**src/rtl/prio_enc_pkg.sv**
```systemverilog
// Shared types and helpers for the prio_enc_arb priority encoder/arbiter.
package prio_enc_pkg;

  typedef enum logic {IDLE, HOLD} penc_state_e;

  localparam int POP_MAXW = 256;

  function automatic int safe_clog2(input int n);
    return (n <= 2) ? 1 : $clog2(n);
  endfunction

  // Clearing the lowest set bit leaves something behind only if two or more were set.
  function automatic logic popcount_ge2(input logic [POP_MAXW-1:0] v);
    return |(v & (v - POP_MAXW'(1)));
  endfunction

endpackage

```
**src/rtl/prio_enc_find.sv**
```systemverilog
// Combinational search: highest set bit starting at start_i and moving downward,
// wrapping from bit 0 to bit N-1. Built as rotate, fixed search, then un-rotate.
module prio_enc_find
  import prio_enc_pkg::*;
#(
  parameter int N = 8,
  parameter int W = safe_clog2(N)
) (
  input  logic [N-1:0] din_i,
  input  logic [W-1:0] start_i,
  output logic         hit_o,
  output logic [W-1:0] pos_o
);

  logic [N-1:0] rot;
  int           off;

  function automatic logic [W-1:0] wrap_sub(input logic [W-1:0] a, input int b);
    int t;
    t = int'(a) - b;
    if (t < 0) t = t + N;
    return W'(t);
  endfunction

  // rot[N-1] holds din at start_i, rot[N-2] the next bit down, and so on.
  always_comb begin
    rot = '0;
    for (int k = 0; k < N; k++) begin
      rot[N-1-k] = din_i[wrap_sub(start_i, k)];
    end
  end

  always_comb begin
    hit_o = 1'b0;
    off   = 0;
    for (int r = 0; r < N; r++) begin
      if (rot[r]) begin
        hit_o = 1'b1;
        off   = N - 1 - r;
      end
    end
    pos_o = wrap_sub(start_i, off);
  end

endmodule

```
**src/rtl/prio_enc_arb.sv**
```systemverilog
// N-input priority encoder with fixed/round-robin search and valid/ready output.
// Optional dout_onehot output enabled by PRIO_ENC_ARB_ONEHOT_EN.
module prio_enc_arb
  import prio_enc_pkg::*;
#(
  parameter  int N = 8,
  localparam int W = safe_clog2(N)
) (
  input  logic         clk,
  input  logic         rst_n,
  input  logic [N-1:0] din,
  input  logic         mode_rr,
  input  logic         dout_ready,
  output logic [W-1:0] dout,
  output logic         dout_valid,
  output logic         dout_multi
`ifdef PRIO_ENC_ARB_ONEHOT_EN
  ,
  output logic [N-1:0] dout_onehot
`endif
);

  localparam logic [W-1:0] TOP = W'(N - 1);

  penc_state_e  state_q, state_d;
  logic [W-1:0] dout_q, dout_d;
  logic [W-1:0] ptr_q, ptr_d;
  logic         multi_q, multi_d;
  logic         rr_q, rr_d;
  logic [W-1:0] held_pos, ptr_nxt, start, pos;
  logic         hit, accept;

  assign accept   = (state_q == HOLD) && dout_ready;
  assign held_pos = TOP - dout_q;
  assign ptr_nxt  = (held_pos == '0) ? TOP : held_pos - W'(1);

  // A back-to-back RR capture searches from the pointer implied by the result
  // being handed off, so a constant request vector rotates with no repeats.
  assign start = !mode_rr ? TOP : ((accept && rr_q) ? ptr_nxt : ptr_q);

  prio_enc_find #(.N(N), .W(W)) u_find (
    .din_i   (din),
    .start_i (start),
    .hit_o   (hit),
    .pos_o   (pos)
  );

`ifdef PRIO_ENC_ARB_ONEHOT_EN
  logic [N-1:0] onehot_q, onehot_d;
  assign dout_onehot = onehot_q;
`endif

  always_comb begin
    state_d = state_q;
    dout_d  = dout_q;
    multi_d = multi_q;
    rr_d    = rr_q;
    ptr_d   = ptr_q;
`ifdef PRIO_ENC_ARB_ONEHOT_EN
    onehot_d = onehot_q;
`endif
    if (accept && rr_q) ptr_d = ptr_nxt;
    if (state_q == IDLE || dout_ready) begin
      if (hit) begin
        state_d = HOLD;
        dout_d  = TOP - pos;
        multi_d = popcount_ge2(POP_MAXW'(din));
        rr_d    = mode_rr;
`ifdef PRIO_ENC_ARB_ONEHOT_EN
        onehot_d = {{(N-1){1'b0}}, 1'b1} << pos;
`endif
      end else begin
        state_d = IDLE;
`ifdef PRIO_ENC_ARB_ONEHOT_EN
        onehot_d = '0;
`endif
      end
    end
  end

  always_ff @(posedge clk or negedge rst_n) begin
    if (!rst_n) begin
      state_q <= IDLE;
      dout_q  <= '0;
      multi_q <= 1'b0;
      rr_q    <= 1'b0;
      ptr_q   <= TOP;
`ifdef PRIO_ENC_ARB_ONEHOT_EN
      onehot_q <= '0;
`endif
    end else begin
      state_q <= state_d;
      dout_q  <= dout_d;
      multi_q <= multi_d;
      rr_q    <= rr_d;
      ptr_q   <= ptr_d;
`ifdef PRIO_ENC_ARB_ONEHOT_EN
      onehot_q <= onehot_d;
`endif
    end
  end

  assign dout       = dout_q;
  assign dout_valid = (state_q == HOLD);
  assign dout_multi = multi_q;

endmodule
```
**config.mk**
```make
export PLATFORM = sky130hd
export DESIGN_NAME = prio_enc_arb
export DESIGN_NICKNAME = d
export VERILOG_FILES = /design/src/rtl/prio_enc_pkg.sv /design/src/rtl/prio_enc_find.sv /design/src/rtl/prio_enc_arb.sv
export SDC_FILE = /design/constraint.sdc
export NUM_CORES = 1
export LEC_CHECK = 0
export CAP_MARGIN = 20
export CELL_PAD_IN_SITES_DETAIL_PLACEMENT = 1
export CELL_PAD_IN_SITES_GLOBAL_PLACEMENT = 2
export CORE_ASPECT_RATIO = 1.5
export CORE_MARGIN = 5
export CORE_UTILIZATION = 35
export CTS_CLUSTER_DIAMETER = 50
export CTS_CLUSTER_SIZE = 30
export DETAILED_ROUTE_END_ITERATION = 7
export MAX_ROUTING_LAYER = met4
export PLACE_DENSITY_LB_ADDON = 0.1
export SYNTH_ARGS = -nofsm -noshare
export SYNTH_HDL_FRONTEND = slang
export SYNTH_SLANG_ARGS = --single-unit
export TNS_END_PERCENT = 100
```
**constraint.sdc**
```tcl
create_clock -name clk -period 4.6 [get_ports clk]
set_input_delay 1.15 -clock clk [delete_from_list [all_inputs] [get_ports clk]]
set_output_delay 1.15 -clock clk [all_outputs]
set_load 0.05 [all_outputs]
```
==> results of run 1 <==
==> state kept, by name, indices dropped and copies added, names as in the netlist <==
name,count
dout_valid,1
rr_q,1
dout,3
ptr_q,3
dout_multi,1
==> layout make-up <==
class,instances,area share
clock buffers,4,0.0305
inverters,2,0.00508
repair buffers,34,0.200
multi-input cells,82,0.576
flip-flops and latches,9,0.155
well taps,40,0.0338
==> metrics by stage <==
stage	worst slack (ns)	TNS (ns)
floorplan	0.528	0
global placement	-0.113	-0.216
detailed placement	-0.243	-0.455
CTS	0.0237	0
global route	0.00196	0
finish	0.212	0
==> report_power, final <==
part,switching (mW),leakage [nW],internal (mW)
clock network,0.0314,0.0228,0.0604
logic,0.364,0.536,0.375
registers,0.0285,0.0969,0.118
total,0.423,0.656,0.553
==> cells in the final DEF (no fill, tap or decap), types with 3 or more instances in the layout <==
cell	netlist	final
nand2_1	10	10
o21ai_0	6	5
clkdlybuf4s50_1	0	16
mux4_2	3	4
ha_1	5	4
mux2_4	5	5
mux2i_1	18	17
buf_4	0	18
dfrtp_1	6	6
dfstp_2	3	3
clkbuf_8	0	3
nor2_1	4	4
==> path summary, 6_finish.rpt <==
path	start	end	slack, ns	depth (start not counted)
worst max-delay path	dout_ready	dout[2]	0.21	15
worst min-delay path	ptr_q[0]	ptr_q[0]	0.47	2
worst max register to register	dout[0]	dout[2]	0.91	15
worst min register to register	ptr_q[0]	ptr_q[0]	0.47	2
max in group asynchronous	rst_n	ptr_q[1]	3.07	1
min in group asynchronous	rst_n	dout_multi	1.21	1
==> repair_timing <==
| action | CTS | global route |
|---|---|---|
| cloned | 0 | 0 |
| endpoints found under the setup margin | 1 | 2 |
| pin swaps | 0 | 2 |
| resized for setup | 1 | 6 |
==> kinds of logic after synthesis <==
logic type	after synthesis	share of synthesized area
AND/OR/NAND/NOR	25	0.143
flip-flops	9	0.207
adder cells (fa/ha/maj)	7	0.0839
XOR/XNOR	6	0.0714
buffers and inverters	5	0.0374
AO/OA/AOI/OAI	14	0.0975
multiplexers	30	0.359
==> worst min-delay path: cells and delay by family, from the launching register on <==
family,cells,cell delay [ns]
and+or+nand+nor,1,0.04
AOI/OAI and AO/OA,1,0.06
DFF,1,0.36
==> per-layer routing <==
layer / global-route usage / vias to the layer above
met1: 0.112 / 450
met3: 0.0146 / 5
met5: - / -
met4: 0.0808 / 0
met2: 0.282 / 19
li1: - / 433
==> summary.txt, run 1 <==
Floorplan
  – Die footprint: between 4000 and 5000 um2
  – Die width: 55.8 um
  – Initial core utilization: 0.356
  – Core region area: 3100 um2
  – Num rows: 25
  – DIE HEIGHT: 78.8 um
  – Io pins: 17

GRT
  – Global-route wire length before repair: 4470 um
  – Remaining Overflow, GRT: 0
  – GRT Util Overall: 0.136
  – Largest net degree at the start of global routing: 10
  – Number of global-route vias before repair: 1019
  – Initial antenna violation count: 0

Synth
  – Count of cell types in the netlist: 39
  – Syn Area/Cell: between 10 and 15 um2
  – Most numerous cell in the Yosys netlist: mux2i_1
  – Synth Register Bits: 9
  – Post-synthesis sequential area ratio: 0.207
  – Cells after Synth: 96
  – Post-synth top area share: 0.163
  – Syn_nets: about 110
  – Post-synth EDFFs: 0
  – Synth Warn #: 0
  – Ys async rst share: 1.00
  – Area leader, netlist: mux2i_1
  – Synth Flop Type: dfrtp_1
  – Ranking of synthesized cells by area: mux2i_1 (16%), dfrtp_1 (14%), dfstp_2 (7.1%)
  – Most frequent cells after synthesis: mux2i_1 (18), nand2_1 (10), dfrtp_1 (6), o21ai_0 (6)
  – Cell area after synthesis: 1100 um2

Worst setup path
  – CP arrival: 4.50 ns
  – Crit start category: input pin
  – Crit end category: register
  – Critical path type: input pin to register
  – Slowest stage cell, crit path: clkdlybuf4s50_1
  – Slowest stage delay, CP: 0.53 ns
  – Critical Path Fanout Max: 6
  – Cell Chain, Critical Path: clkdlybuf4s50_1, nand3_4, o211ai_1, inv_2, ha_1, xnor2_2, mux4_2, o21ai_0, a21boi_1, o21ai_1, ha_1, fa_1, xor2_1, xnor2_1, mux2_4
  – Crit path buffers/inverters: 2
  – Worst EP required: 4.72 ns
  – CP dominant cell by count: ha_1
  – CP top delay family: adder cells

Final layout
  – Fin nets: 150
  – Fillers: 355
  – Final Non-Filler Cells: 171
  – N_diodes: 0
  – Layout cell share with drive strength beyond 1: 0.359
  – Area of the multi-input gates: 852 um2
  – Final core occ: 0.478
  – Fin area: ~1500 um2
  – Register area: 229 um2
  – Layout area overhead: 34.0%

Clock network
  – Clock Tree Root: clkbuf_8
  – Clock buffer depth: 2
  – CTS tree: done
  – # Post-CTS Setup Buffers: 0
  – Worst-path clk slew: 0.04 ns
  – CTS Buf Count: 3
  – CTS HTree Levels: 1
  – Sink Count: 9
  – Post-CTS Hold Buffers: 0
  – Worst skew pair latency: 0.24 ns

Detailed routing
  – DRT iter0 DRCs: 14
  – Wire length per cell: 15.5 um
  – Via count: 907
  – Via density: 5.30
  – DRT antenna net count: 0
  – Wl on met1: 885 um
  – Met2 WL: 1630 um
  – # DRC: 0
  – Highest metal used: met4
  – Detailed Routing Iterations Pass 1: 4
  – Routed WL: between 2000 and 3000 um
  – Routed wl met3: 76 um

Outcome
  – Status: complete, no violations

Timing
  – Hold Vio Cnt, Final: 0
  – Worst slew margin: 0.663
  – Final period utilization: 0.954
  – Unrepaired setup endpoints after global routing: false
  – Max-slew violations: 0
  – Tightest Pin Transition: 0.505 ns
  – Tmin final: 4.39 ns
  – Max Freq: 0.228 GHz
  – Final Skew: about 0.0043 ns
  – Fin Hold WS: 0.472 ns
  – Setup-failing EPs final: 0

Flow run
  – # Max-Cap Violations: 0

Place
  – GPL Wtd Cong: 0.706
  – Inst Count DP: 167
  – I/O Buffers: 16
  – DP Area: 1420 um2
  – Hpwl dp: ~2300 um

Pwr
  – Maximum vdd drop: approximately 260 uV
  – Pwr/cell area: between 600 and 700 nW/um2
  – Tot Pwr: 0.977 mW
  – Cell leakage power: approximately 0.66 nW

Min path
  – Min-Delay Path Class: register to register
Power figures use the tool's default switching activity.
==> run 2: changes to the inputs <==
Settings changed: SKIP_LAST_GASP set to 1, SYNTH_HIERARCHICAL set to 1.
==> run 2 against run 1 <==
Net effect:
- sequential power decreased by 9.6%
- critical path depth decreased by 2
- combinational power increased by 8.0%
- synthesized cell count increased by 23%
- via count increased by 21%
- worst setup slack got worse by 0.037 ns
- highest routed layer unchanged
- worst hold slack improved by 0.017 ns
- wire length increased by 26%
==> summary.txt, run 2 <==
Outcome
  – Status: complete, no violations

Final layout
  – Commonest non-fill, non-tap cells in the layout: buf_4 (19), clkdlybuf4s50_1 (16), nand2_1 (12), mux2i_1 (8), o21ai_1 (7)
  – Layout cell share with drive strength beyond 1: 0.333
  – Fin nets: 172
  – Final core occ: 0.480
  – Layout area overhead: 34.7%
  – Most common cell after layout, fill and taps aside: buf_4
  – N_diodes: 0

Floorplan
  – Num rows: 26
  – Initial core utilization: 0.357
  – DIE HEIGHT: 81.6 um
  – Die footprint: approximately 4700 um2
  – Core region area: 3350 um2
  – Io pins: 17
  – Die width: 57.7 um

Timing
  – Hold Vio Cnt, Final: 0
  – Worst slew margin: 0.665
  – Final Skew: 0.000576 ns
  – Setup-failing EPs final: 0
  – Tightest Pin Transition: 0.501 ns
  – PnR worst setup slack: 0.175 ns
  – Unrepaired setup endpoints after global routing: true
  – Max Freq: 0.226 GHz
  – Tmin final: roughly 4.4 ns
  – Final period utilization: 0.962
  – Max-slew violations: 0

Min path
  – Min-Delay Path Class: register to register
  – Hold_sp: ptr_q[1]
  – Hold Crit Endpoint: ptr_q[1]
  – Hold Crit Depth: 2

Detailed routing
  – Routed WL: 3340 um
  – Detailed Routing Iterations Pass 1: 4
  – Wire length per cell: approximately 17 um
  – Via count: 1100
  – # DRC: 0
  – DRT antenna net count: 0
  – Via density: 5.64
  – DRT iter0 DRCs: 11

Synth
  – Main combinational cell family by area after synthesis: multiplexers
  – Mux share of post-synthesis cell area: 0.305
  – Ys async rst share: 1.00
  – Area leader, netlist: dfrtp_1
  – Synth Register Bits: 9
  – Simple-gate area share of the yosys netlist: 0.145
  – Post-Synth Adder-Cell Area: 0.0775
  – Cells after Synth: 118
  – Synth Warn #: 6
  – XOR/XNOR share of the synthesized area: 0.0492
  – Synth Area in Compound Gates: 0.170
  – Post-synthesis sequential area ratio: 0.192
  – Ranking of synthesized cells by area: dfrtp_1 (13%), mux2i_1 (10%), mux4_2 (9.4%)
  – Post-synth top area share: 0.126
  – Synth Flop Type: dfrtp_1
  – Most frequent cells after synthesis: mux2i_1 (12), nand2_1 (12), o21ai_1 (7)
  – Count of cell types in the netlist: between 40 and 50
  – Syn Area/Cell: around 10 um2
  – Cell area after synthesis: 1190 um2
  – Syn_nets: 136
  – Post-synth EDFFs: 0

Worst setup path
  – Register-to-Register Path Depth: 17
  – R2r setup slk: approximately 0.87 ns
  – Crit end category: register
  – CP arrival: 4.54 ns
  – Critical Path Fanout Max: 8
  – Crit start category: input pin
  – Reg2Reg Capture Point: dout[1]
  – Worst EP required: ~4.7 ns
  – Critical path type: input pin to register
  – Reg-to-reg critical path startpoint: dout[0]

Pwr
  – Pwr/cell area: 634 nW/um2
  – Clock power frac: 0.089
  – Seq pwr share: 0.130
  – Cell leakage power: 0.672 nW
  – Maximum vdd drop: 350 uV
  – Internal: 0.574 mW
  – Switching share of power: 0.438
  – Tot Pwr: 1.02 mW
  – Combinational power share: 0.782
  – NetSw: 0.446 mW

GRT
  – Largest net degree at the start of global routing: 14
  – Remaining Overflow, GRT: 0
  – Number of global-route vias before repair: 1208
  – Initial antenna violation count: 0
  – Global-route wire length before repair: 5640 um
  – GRT Util Overall: 0.158

Clock network
  – Clock buffer depth: 2
  – Sink Count: 9
  – Post-CTS Hold Buffers: 0
  – Worst skew pair latency: around 0.23 ns
  – CTS Buf Count: 3
  – Clock Tree Root: clkbuf_8
  – CTS HTree Levels: 1
  – Worst-path clk slew: 0.04 ns
  – Post-cts sizing count: 0
  – CTS tree: done
  – # Post-CTS Setup Buffers: 0

Flow run
  – # Max-Cap Violations: 0

Place
  – GPL Wtd Cong: between 0.7 and 0.8
  – I/O Buffers: 16
  – Hpwl dp: 2730 um
  – Place WS: -0.204 ns
run 2: per-layer routing:
layer / track usage / up-vias / share of wire / wire length [um]
met1: 0.154 / 548 / 0.37 / 1240
met4: 0.0510 / 0 / 0.010 / 34
li1: - / 533 / - / -
met5: - / - / 0 / 0
met2: 0.317 / 15 / 0.60 / 1990
met3: 0.0189 / 4 / 0.022 / 73
run 2: worst max-delay path: stages:
cell,delay [ns]
clkdlybuf4s50_1,0.50
nand3_2,0.14
o211ai_1,0.26
inv_1,0.10
ha_1,0.35
buf_12,0.16
mux2_4,0.31
mux4_2,0.47
or2_4,0.26
o22ai_1,0.24
fa_1,0.46
inv_1,0.06
o21ai_1,0.07
run 2: final cells by class:
type,count,area (um2)
Inverter,6,22.5
Multi-Input combinational cell,98,937
Sequential cell,9,229
Timing Repair Buffer,36,323
Fill cell,385,1740
Tap cell,42,52.6
Clock buffer,4,45.0
run 2: power groups by stage:
| stage | clock network [mW] | logic [mW] | registers [mW] |
|---|---|---|---|
| 2_1_floorplan | 0 | 0.471 | 0.174 |
| 3_3_place_gp | 0 | 0.742 | 0.131 |
| 3_5_place_dp | 0 | 0.766 | 0.134 |
| 4_1_cts | 0.0937 | 0.768 | 0.133 |
| 5_1_grt | 0.100 | 0.871 | 0.136 |
| 6_report | 0.0903 | 0.797 | 0.132 |
run 2: kinds of logic (layout without fill, tap and decap cells):
kind of cell,count (synthesis),in the layout
flops,9,9
mux,25,25
compound gates,28,28
buf+inv,11,46
xor+xnor,5,5
simple gates,33,33
fa+ha+maj,7,7
run 2: worst max path at each step:
stage               cells after the start      end  startpoint  slack [ns]
finish                                 13  dout[1]  dout_ready        0.18
global route                           16  dout[2]  dout_ready       -0.03
CTS                                    16  dout[2]  dout_ready      0.0007
detailed placement                     16  dout[2]  dout_ready       -0.20
global placement                       14  dout[1]  dout_ready       -0.06
floorplan                              17  dout[2]  dout_ready        0.18
run 2: metrics by stage:
step | hold WS, ns | setup TNS, ns | std cells | instance area, um2
after floorplan | 0.458 | 0 | 118 | 1190
after global placement | 0.466 | -0.0776 | 191 | 1520
after detailed placement | 0.483 | -0.469 | 191 | 1520
after CTS | 0.490 | 0 | 195 | 1560
after global routing | 0.507 | -0.0351 | 195 | 1610
final | 0.489 | 0 | 195 | 1610
